### config.mk
export PLATFORM = sky130hd
export DESIGN_NAME = key_note_select
export DESIGN_NICKNAME = d
export VERILOG_FILES = /design/src/rtl/key_note_select.sv
export SDC_FILE = /design/constraint.sdc
export NUM_CORES = 1
export LEC_CHECK = 0
export BUFFER_PORTS_ARGS = -buffer_cell sky130_fd_sc_hd__buf_2
export CORE_MARGIN = 1.5
export CORE_UTILIZATION = 56
export CTS_CLUSTER_DIAMETER = 100
export DETAILED_ROUTE_END_ITERATION = 16
export GPL_TIMING_DRIVEN = 0
export PLACE_DENSITY = 0.7
export SLEW_MARGIN = 20
export SYNTH_ARGS = -nofsm -noshare
export SYNTH_HDL_FRONTEND = slang
export SYNTH_SLANG_ARGS = --single-unit
export TNS_END_PERCENT = 10
### constraint.sdc
create_clock -name clk -period 2.4 [get_ports clk]
set_input_delay 0.12 -clock clk [delete_from_list [all_inputs] [get_ports clk]]
set_output_delay 0.12 -clock clk [all_outputs]
set_load 0.03 [all_outputs]
### src/rtl/key_note_select.sv
// Piano key front end: two-flop synchronisers, per-key debounce, fixed-priority
// note select and a registered two-state FSM driving the tone generator.
module key_note_select #(
  parameter int DEBOUNCE_CYCLES = 500000,
  parameter int CNT_W           = 20
) (
  input  logic        clk,
  input  logic        rst,
  input  logic [6:0]  keys_raw,
  output logic [18:0] half_period,
  output logic        note_on,
  output logic [2:0]  note_idx,
  output logic        note_change
);

  localparam logic [0:0] IDLE = 1'b0;
  localparam logic [0:0] PLAY = 1'b1;

  localparam logic [CNT_W-1:0] CNT_MAX = CNT_W'(DEBOUNCE_CYCLES - 1);
  localparam logic [CNT_W-1:0] CNT_ONE = {{(CNT_W-1){1'b0}}, 1'b1};

  // Terminal counts for a 50 MHz clock, indexed Do..Si.
  function automatic logic [18:0] note_lut(input logic [2:0] idx);
    case (idx)
      3'd0:    note_lut = 19'd95554;
      3'd1:    note_lut = 19'd85131;
      3'd2:    note_lut = 19'd75843;
      3'd3:    note_lut = 19'd71585;
      3'd4:    note_lut = 19'd63775;
      3'd5:    note_lut = 19'd56817;
      3'd6:    note_lut = 19'd50619;
      default: note_lut = 19'd0;
    endcase
  endfunction

  logic [6:0]       s1_q, s2_q;
  logic [6:0]       stable_q, stable_d;
  logic [CNT_W-1:0] cnt_q [7];
  logic [CNT_W-1:0] cnt_d [7];

  logic [0:0]  state_q, state_d;
  logic [18:0] hp_q, hp_d;
  logic        on_q, on_d;
  logic [2:0]  idx_q, idx_d;
  logic        chg_q, chg_d;

  logic [2:0]  sel_s;
  logic        sel_valid_s;

  always_ff @(posedge clk) begin
    if (rst) begin
      s1_q <= 7'd0;
      s2_q <= 7'd0;
    end else begin
      s1_q <= keys_raw;
      s2_q <= s1_q;
    end
  end

  // Any disagreement with the stable value must persist DEBOUNCE_CYCLES in a row.
  always_comb begin
    stable_d = stable_q;
    cnt_d    = cnt_q;
    for (int i = 0; i < 7; i++) begin
      if (s2_q[i] == stable_q[i]) begin
        cnt_d[i] = '0;
      end else if (cnt_q[i] == CNT_MAX) begin
        stable_d[i] = s2_q[i];
        cnt_d[i]    = '0;
      end else begin
        cnt_d[i] = cnt_q[i] + CNT_ONE;
      end
    end
  end

  always_ff @(posedge clk) begin
    if (rst) begin
      stable_q <= 7'd0;
      for (int i = 0; i < 7; i++) cnt_q[i] <= '0;
    end else begin
      stable_q <= stable_d;
      cnt_q    <= cnt_d;
    end
  end

  // Descending scan so the lowest set index (Do) is the last, winning assignment.
  always_comb begin
    sel_s = 3'd0;
    for (int i = 6; i >= 0; i--) begin
      if (stable_q[i]) sel_s = 3'(i);
    end
    sel_valid_s = |stable_q;
  end

  always_comb begin
    state_d = state_q;
    hp_d    = hp_q;
    on_d    = on_q;
    idx_d   = idx_q;
    chg_d   = 1'b0;
    case (state_q)
      IDLE: begin
        if (sel_valid_s) begin
          state_d = PLAY;
          idx_d   = sel_s;
          hp_d    = note_lut(sel_s);
          on_d    = 1'b1;
          chg_d   = 1'b1;
        end else begin
          on_d = 1'b0;
          hp_d = 19'd0;
        end
      end
      PLAY: begin
        if (!sel_valid_s) begin
          state_d = IDLE;
          on_d    = 1'b0;
          hp_d    = 19'd0;
        end else if (sel_s != idx_q) begin
          idx_d = sel_s;
          hp_d  = note_lut(sel_s);
          chg_d = 1'b1;
        end else begin
          on_d = 1'b1;
        end
      end
      default: begin
        state_d = IDLE;
        on_d    = 1'b0;
        hp_d    = 19'd0;
      end
    endcase
  end

  always_ff @(posedge clk) begin
    if (rst) begin
      state_q <= IDLE;
      hp_q    <= 19'd0;
      on_q    <= 1'b0;
      idx_q   <= 3'd0;
      chg_q   <= 1'b0;
    end else begin
      state_q <= state_d;
      hp_q    <= hp_d;
      on_q    <= on_d;
      idx_q   <= idx_d;
      chg_q   <= chg_d;
    end
  end

  assign half_period = hp_q;
  assign note_on     = on_q;
  assign note_idx    = idx_q;
  assign note_change = chg_q;

endmodule

# == Yosys cells after proc, flatten, opt, wreduce, memory -nomap -nowiden ==
# Index checks and enable logic that the tools add are counted.
# word_totals
register_bits,186
inputBits,9
output_inout_bits,24
word_cells,102
# op_classes
n_addsub,7
n_eq_ne,26
n_mux,23
bitwise_logic,8
n_reduce_logical,17
# ops
op,count
"adder 20 x 1 -> 20 bit, second input constant",7
"equality test 20 x 19 -> 1 bit, second input constant",7
one-hot mux 17 bit (7 select lines),1
2-to-1 mux 19 bit,3
one-hot mux 19 bit (2 select lines),1
2-to-1 mux 3 bit,10
OR reduction 3 bit,7
AND reduction 2 bit,7
"equality test 3 bit, second input constant",3
inverter 1 bit,8
equality test 1 bit,7
OR reduction 7 bit,1
"equality test 3 x 2 -> 1 bit, second input constant",2
one-hot mux 3 bit (2 select lines),1
2-to-1 mux 1 bit,5
"!= test 2 x 1 -> 1 bit, second input constant",2
one-hot mux 1 bit (2 select lines),2
"equality test 3 x 1 -> 1 bit, second input constant",1
logical NOT 3 bit,1
"!= test 3 x 2 -> 1 bit, second input constant",1
!= test 3 bit,1
"!= test 3 bit, second input constant",1
AND reduction 3 bit,1
"!= test 2 bit, second input constant",1

# == Longest topological paths before layout ==
# Gate-level depths: netlist (run 1).
# logic_depth
word_depth,12
mapped_depth,9

# == Worst setup path after synthesis (run 1) ==
# Ideal clock, no wire load.
# synth_path
path_type,register to register
start,reg stable_q[4]
end,"reg hp_q[14], in the netlist half_period[14]"
setup_ps,129
arrival_ps,1891
setup_slack_ps,380
path_stages_with_launch,10
n_path_buf,3
synth_period_minus_slack_ps,2020
path_cell_list,dfxtp_1 > buf_6 > or3_4 > or3_4 > a221oi_4 > o211ai_2 > buf_6 > buf_6 > mux2i_1 > nor2_1
# synth_between
elab_chain_cells,10
# synth_rtl
item,line,text
start: declaration,37,"logic [6:0] stable_q, stable_d;"
start signal: assignment,81,stable_q <= stable_d;
2-to-1 mux 3 bit (5 in series),90,if (stable_q[i]) sel_s = 3'(i);
equality test 3 bit (tied with other cells),24,case (idx)
one-hot mux 17 bit (7 select lines),24,
2-to-1 mux 19 bit,119,end else if (sel_s != idx_q) begin
2-to-1 mux 19 bit,115,if (!sel_valid_s) begin
one-hot mux 19 bit (2 select lines),101,case (state_q)
end signal: assignment,144,hp_q <= hp_d;
end: declaration,42,"logic [18:0] hp_q, hp_d;"
# Several ways; a longest one is shown, not always the timed one. The select of a mux whose other input is x is not followed.
# A chain may end at the register's enable or synchronous reset.

# == Worst setup path after layout (run 1) ==
# layout_path
start,reg stable_q[2]
end,"reg hp_q[15], in the netlist half_period[15]"
# layout_between
elab_chain_cells,8
# layout_rtl
item,line
2-to-1 mux 3 bit (3 in series),90
equality test 3 bit (tied with other cells),24
one-hot mux 17 bit (7 select lines),24
2-to-1 mux 19 bit,119
2-to-1 mux 19 bit,115
one-hot mux 19 bit (2 select lines),101
# Several ways; a longest one is shown, not always the timed one. The select of a mux whose other input is x is not followed.

==> results of run 1 <==
sequential cells by signal, indices dropped and copies added (netlist names):
name and flops:
cnt_q 140, note_change 1, s1_q 7, half_period 16, s2_q 7, state_q 1
note_on 1, note_idx 3, stable_q 7
power groups by stage:
stage / registers [W] / logic, W / clock network, W
floorplan: 0.00313 / 0.0000446 / 0
global placement: 0.00313 / 0.0000647 / 0
detailed placement: 0.00313 / 0.0000667 / 0
CTS: 0.00306 / 0.0000757 / 0.00282
global route: 0.00306 / 0.0000843 / 0.00295
finish: 0.00306 / 0.0000747 / 0.00276
kinds of logic (layout without fill, tap and decap cells):
| kind of cell | after synthesis | count (layout) |
|---|---|---|
| xor+xnor | 124 | 124 |
| fa+ha+maj | 7 | 7 |
| flops | 183 | 183 |
| other cells | 1 | 2 |
| mux | 14 | 14 |
| simple gates | 434 | 434 |
| buf+inv | 52 | 118 |
| compound gates | 52 | 52 |
cells in the final DEF (no fill, tap or decap), types with 3 or more instances in the layout:
| master | netlist | layout |
|---|---|---|
| ha_1 | 7 | 7 |
| nor3_1 | 23 | 23 |
| xnor2_1 | 50 | 50 |
| nand2b_1 | 3 | 3 |
| nand2_1 | 51 | 51 |
| and2_1 | 7 | 7 |
| nor4_1 | 10 | 10 |
| clkbuf_16 | 0 | 17 |
| nand3_1 | 52 | 52 |
| buf_2 | 3 | 34 |
| or3_1 | 19 | 19 |
| and4_1 | 10 | 10 |
| inv_1 | 22 | 22 |
| nor2_1 | 178 | 177 |
| xor2_1 | 74 | 74 |
| dfxtp_1 | 183 | 183 |
| buf_6 | 4 | 4 |
| dlygate4sd3_1 | 0 | 7 |
| buf_4 | 3 | 3 |
| and3_1 | 17 | 17 |
| mux2i_1 | 14 | 14 |
| clkinvlp_4 | 0 | 3 |
| a21oi_1 | 17 | 17 |
| bufinv_16 | 0 | 3 |
| clkinv_2 | 0 | 3 |
| nor4b_1 | 6 | 6 |
| o21ai_0 | 14 | 14 |
| nor2b_1 | 15 | 15 |
| nand4_1 | 33 | 33 |
| clkbuf_1 | 19 | 19 |
path summary, 6_finish.rpt:
kind / to / cells past startpoint
worst max register to register: half_period[15] / 8
worst min-delay path: cnt_q[24] / 3
worst max-delay path: half_period[15] / 8
worst min register to register: s2_q[5] / 1
worst max-delay path, stage by stage, from the launching register on:
cell and delay, ns:
dfxtp_1 0.35, clkbuf_1 0.42, o21ai_0 0.30, a221oi_4 0.38, o211ai_2 0.13, buf_6 0.17, buf_6 0.15, mux2i_1 0.15
nor2_1 0.05
metal layers:
metal | vias to the layer above | track usage | routed length (um)
met5 | - | 0 | 0
met4 | 0 | 0.0669 | 173
met3 | 17 | 0.0528 | 490
met2 | 82 | 0.378 | 7390
met1 | 2789 | 0.259 | 6610
li1 | 3038 | - | -
Yosys cell counts (2+ instances only):
cell	number	area, um^2
o211a_1	2	20.0
buf_4	3	22.5
dfxtp_1	183	3660
clkbuf_1	19	71.3
and3_1	17	106
a311oi_2	2	30.0
nand2_1	51	191
nand2b_1	3	18.8
nor4_1	10	62.6
buf_6	4	45.0
o21ai_0	14	70.1
nor4b_1	6	52.6
a221oi_4	2	52.6
xor2_1	74	648
or3_1	19	119
or3_4	2	22.5
a21oi_1	17	85.1
buf_2	3	15.0
nor2_1	178	668
nand3_1	52	260
o31ai_1	2	15.0
a211oi_2	2	25.0
ha_1	7	87.6
o211ai_2	2	25.0
and2_1	7	43.8
mux2i_1	14	140
xnor2_1	50	438
nor4bb_1	2	20.0
inv_1	22	82.6
nand4_1	33	206
o21a_1	2	15.0
nor2b_1	15	93.8
nor3_1	23	115
and4_1	10	87.6
through the flow:
stage / setup slack [ns] / instances / utilization / instance area [um^2] / hold slack, ns
final: 0.160 / 1110 / 0.657 / 8770 / 0.134
after CTS: 0.0857 / 1110 / 0.657 / 8760 / 0.135
after detailed placement: 0.0222 / 1074 / 0.608 / 8110 / 0.350
after floorplan: 0.380 / 868 / - / 7740 / 0.248
after global routing: 0.00838 / 1110 / 0.657 / 8770 / 0.147
after global placement: 0.0879 / 1074 / 0.608 / 8110 / 0.345
layout make-up:
| class | count | area [um^2] | share of cell area |
|---|---|---|---|
| Buffer | 30 | 160 | 0.0183 |
| Clock buffer | 20 | 457 | 0.0521 |
| Clock inverter | 9 | 128 | 0.0146 |
| Inverter | 22 | 82.6 | 0.00942 |
| Multi-Input combinational cell | 633 | 3840 | 0.438 |
| Sequential cell | 183 | 3660 | 0.418 |
| Tap cell | 176 | 220 | 0.0251 |
| Timing Repair Buffer | 37 | 220 | 0.0251 |
timing repair:
item,CTS,global route
setup endpoints to repair,8,17
gates resized for setup,1,3
hold buffers,7,0
endpoints found under the hold margin,7,0
==> flow_summary.ini, run 1 <==
[die]
placeableCoreArea_um2 = 13300
dieArea_um2 = 14500
start_util = 0.579
die_w_um = 121
ios = 33
num_rows = 42
die_y_um = 121

[global_route]
grt_remaining_overflow = 0
grt_pass1_wl_um = 25300
antenna_found_initial = 0
grt_max_degree = 17
grt_pass1_vias = 5755
grt_usage = 0.215

[clock_network]
clock_sinks = 183
root_buffer = clkbuf_16
cts_tree = done
h-tree-depth = 4
clk_pin_slew_ns = 0.06
numCtsBuffers = 17
clk_latency_ns = 0.42
cts_buffer_depth = 2
post_cts_buffers = 0

[power_and_ir_drop]
p_per_area_nw_per_um2 = 673
p_leak_nw = 3.04
max-vdd-ir-drop_mv = 0.752
swShare = 0.195
clockPowerShare = 0.469
p_total_w = 0.00590
switchingPower_w = 0.00115
p_comb_frac = 0.013
internal-power_w = 0.00475
pwr-share-seq = 0.519

[timing]
final_max_slew_viol_count = 0
final_hold_viol_count = 0
finClkSkew_ns = 0.00732
slew_headroom = 0.484
fmax_ghz = 0.446
period_share = 0.933
min_period_ns = 2.24
rsz0062_at_grt = false
tightest_slew_ns = 0.768
tns_ns = 0
finalSetupViolations = 0

[placement]
portBuffers = 30
dp_hpwl_um = 10400
gp_congestion = 0.854

[final_layout]
syn_to_final_growth_pct = 13.4
fill_cells = 1100
n_antenna_cell = 0
fin_nets = 940
layout-drive-gt1-share = 0.0899

[min_path]
worstHoldPathType = input port to register
hold_path_startpoint = rst

[synth]
yosysWarnings = 0
synth-seq-cells = 183
synth-xor-area-share = 0.140
synth_compound_area_frac = 0.0508
synthSimpleGateAreaFrac = 0.274
synthCells = 867
synth_edf_count = 0
synthesis.area_um2 = 7730
synth_top_family_by_area = simple AND/OR/NAND/NOR gates
synth_fa_ha_area_frac = 0.0113
synthDistinctLibCells = 49
async_flop_share = 0
syn_avg_cell_area_um2 = 8.92
seq_area_frac_synth = 0.474
synthMuxAreaShare = 0.0181
ys.flop_type = dfxtp_1

[drt]
first_iter_violations = 329
ant_nets = 0
drc = 0
post_drt_wl_per_cell_um = 13.2
drt-pass1-iter-count = 4
vias = 5926
viasPerCell = 5.34
routed_wl_um = 14700

[setup_path]
path_class = register to register
critPathRequiredTime_ns = 2.70
startpoint_type = register
r2r_slack_ns = 0.16
end_kind = register
cp.arrival_ns = 2.54
reg2reg_from = stable_q[2]
worst-path-max-fanout = 10
crit_path_start = stable_q[2]

[run_status]
status = completed

[job]
cap_viol_max_count = 0
Note: power is estimated with default switching activity, not from simulation.
==> run 2: changes to the inputs <==
==> constraint.sdc (replaced) <==
create_clock -name clk -period 2.4 [get_ports clk]
set_input_delay 0.24 -clock clk [delete_from_list [all_inputs] [get_ports clk]]
set_output_delay 0.24 -clock clk [all_outputs]
set_load 0.03 [all_outputs]
==> flow_summary.ini, run 2 (synthesis gave the netlist of run 1 again) <==
[placement]
portBuffers = 30
gp_congestion = 0.854
dp.cells = 1074
placed_area_um2 = 8110
place_ws_ns = 0.0222
dp_hpwl_um = 10400

[power_and_ir_drop]
swShare = 0.194
max-vdd-ir-drop_mv = 0.753
switchingPower_w = 0.00114
p_per_area_nw_per_um2 = 677
clockPowerShare = 0.469
internal-power_w = 0.00474
p_comb_frac = 0.011
p_total_w = 0.00589
pwr-share-seq = 0.520
p_leak_nw = 3.01

[die]
die_w_um = 121
die_y_um = 121
dieArea_um2 = 14500
placeableCoreArea_um2 = 13300
start_util = 0.579
num_rows = 42
ios = 33

[final_layout]
largest_register = cnt_q
syn_to_final_growth_pct = 12.5
fin_cells = 1103
fin_nets = 933
layout_commonest_cell = dfxtp_1
mostFrequentLayoutCells = dfxtp_1 (183), nor2_1 (177), xor2_1 (74)
layout-drive-gt1-share = 0.0906
largest_reg_flops = 140
n_antenna_cell = 0
final_cell_area_um2 = 8700

[drt]
wl_met1_um = 6630
maxUsedRoutingLayer = met4
wl_met3_um = 467
viasPerCell = 5.34
drc = 0
routed_wl_um = 14600
vias = 5892
drt-pass1-iter-count = 4
ant_nets = 0
met2RoutedLength_um = 7300
post_drt_wl_per_cell_um = 13.2
first_iter_violations = 348

[setup_path]
startpoint_type = register
worst-path-max-fanout = 10
path_class = register to register
cp.arrival_ns = 2.53
critPathRequiredTime_ns = 2.70
end_kind = register

[clock_network]
cts_tree = done
numCtsBuffers = 17
h-tree-depth = 4
root_buffer = clkbuf_16
cts_buffer_depth = 2
clk_pin_slew_ns = 0.06
clock_sinks = 183
clk_latency_ns = 0.42
post_cts_buffers = 0

[global_route]
grt_remaining_overflow = 0
grt_max_degree = 17
antenna_found_initial = 0
grt_pass1_wl_um = 25100
grt_pass1_vias = 5718
grt_usage = 0.214

[timing]
fin_ws_ns = 0.161
rsz0062_at_grt = false
slew_headroom = 0.474
min_period_ns = 2.24
tns_ns = 0
tightest_slew_ns = 0.783
finalSetupViolations = 0
period_share = 0.933
final_hold_viol_count = 0
final_max_slew_viol_count = 0
finClkSkew_ns = 0.00735
fmax_ghz = 0.447

[run_status]
status = completed

[job]
cap_viol_max_count = 0

[min_path]
worstHoldPathType = input port to register
-- run 2: cell count changes in the layout (fill, tap and decap cells not counted) --
| cell | delta |
|---|---|
| dlygate4sd3_1 | -7 |
-- run 2: worst max-delay path, cell delays in order (launching register included) --
cell,delay [ns]
dfxtp_1,0.35
clkbuf_1,0.42
o21ai_0,0.30
a221oi_4,0.38
o211ai_2,0.13
buf_6,0.17
buf_6,0.15
mux2i_1,0.15
nor2_1,0.05
-- run 2: final cells by class --
class	instances	area [um^2]
repair buffers	30	150
plain buffers	30	160
multi-input cells	633	3840
well taps	176	220
clock inverters	9	128
fillers	1105	4650
inverters	22	82.6
flip-flops and latches	183	3660
clock buffers	20	457
-- run 2: power groups by stage --
stage,Sequential [W],Clock [W],Combinational (W)
floorplan,0.00313,0,0.0000446
global placement,0.00313,0,0.0000647
detailed placement,0.00313,0,0.0000667
CTS,0.00306,0.00282,0.0000670
global route,0.00306,0.00295,0.0000747
finish,0.00306,0.00276,0.0000657
-- run 2: metrics by stage --
stage	hold WS, ns	utilization
floorplan	0.368	-
global placement	0.422	0.608
detailed placement	0.425	0.608
CTS	0.0243	0.651
global route	0.0185	0.652
finish	0.0352	0.652
-- run 2: path summary, 6_finish.rpt --
check                           depth (start not counted)              end  slack, ns   startpoint
worst max-delay path                                    8  half_period[15]       0.16  stable_q[2]
worst min-delay path                                    2          s1_q[6]       0.04  keys_raw[6]
worst max register to register                          8  half_period[15]       0.16  stable_q[2]
worst min register to register                          1          s2_q[5]       0.44      s1_q[5]
-- run 2: timing repair --
action,in CTS,in global routing
hold buffers,0,0
gates resized for setup,1,3
endpoints found under the setup margin,8,17
-- run 2: layer usage --
| metal | GRT usage | vias to the layer above |
|---|---|---|
| li1 | - | 3026 |
| met1 | 0.259 | 2771 |
| met2 | 0.374 | 80 |
| met3 | 0.0524 | 15 |
| met4 | 0.0669 | 0 |
| met5 | 0 | - |
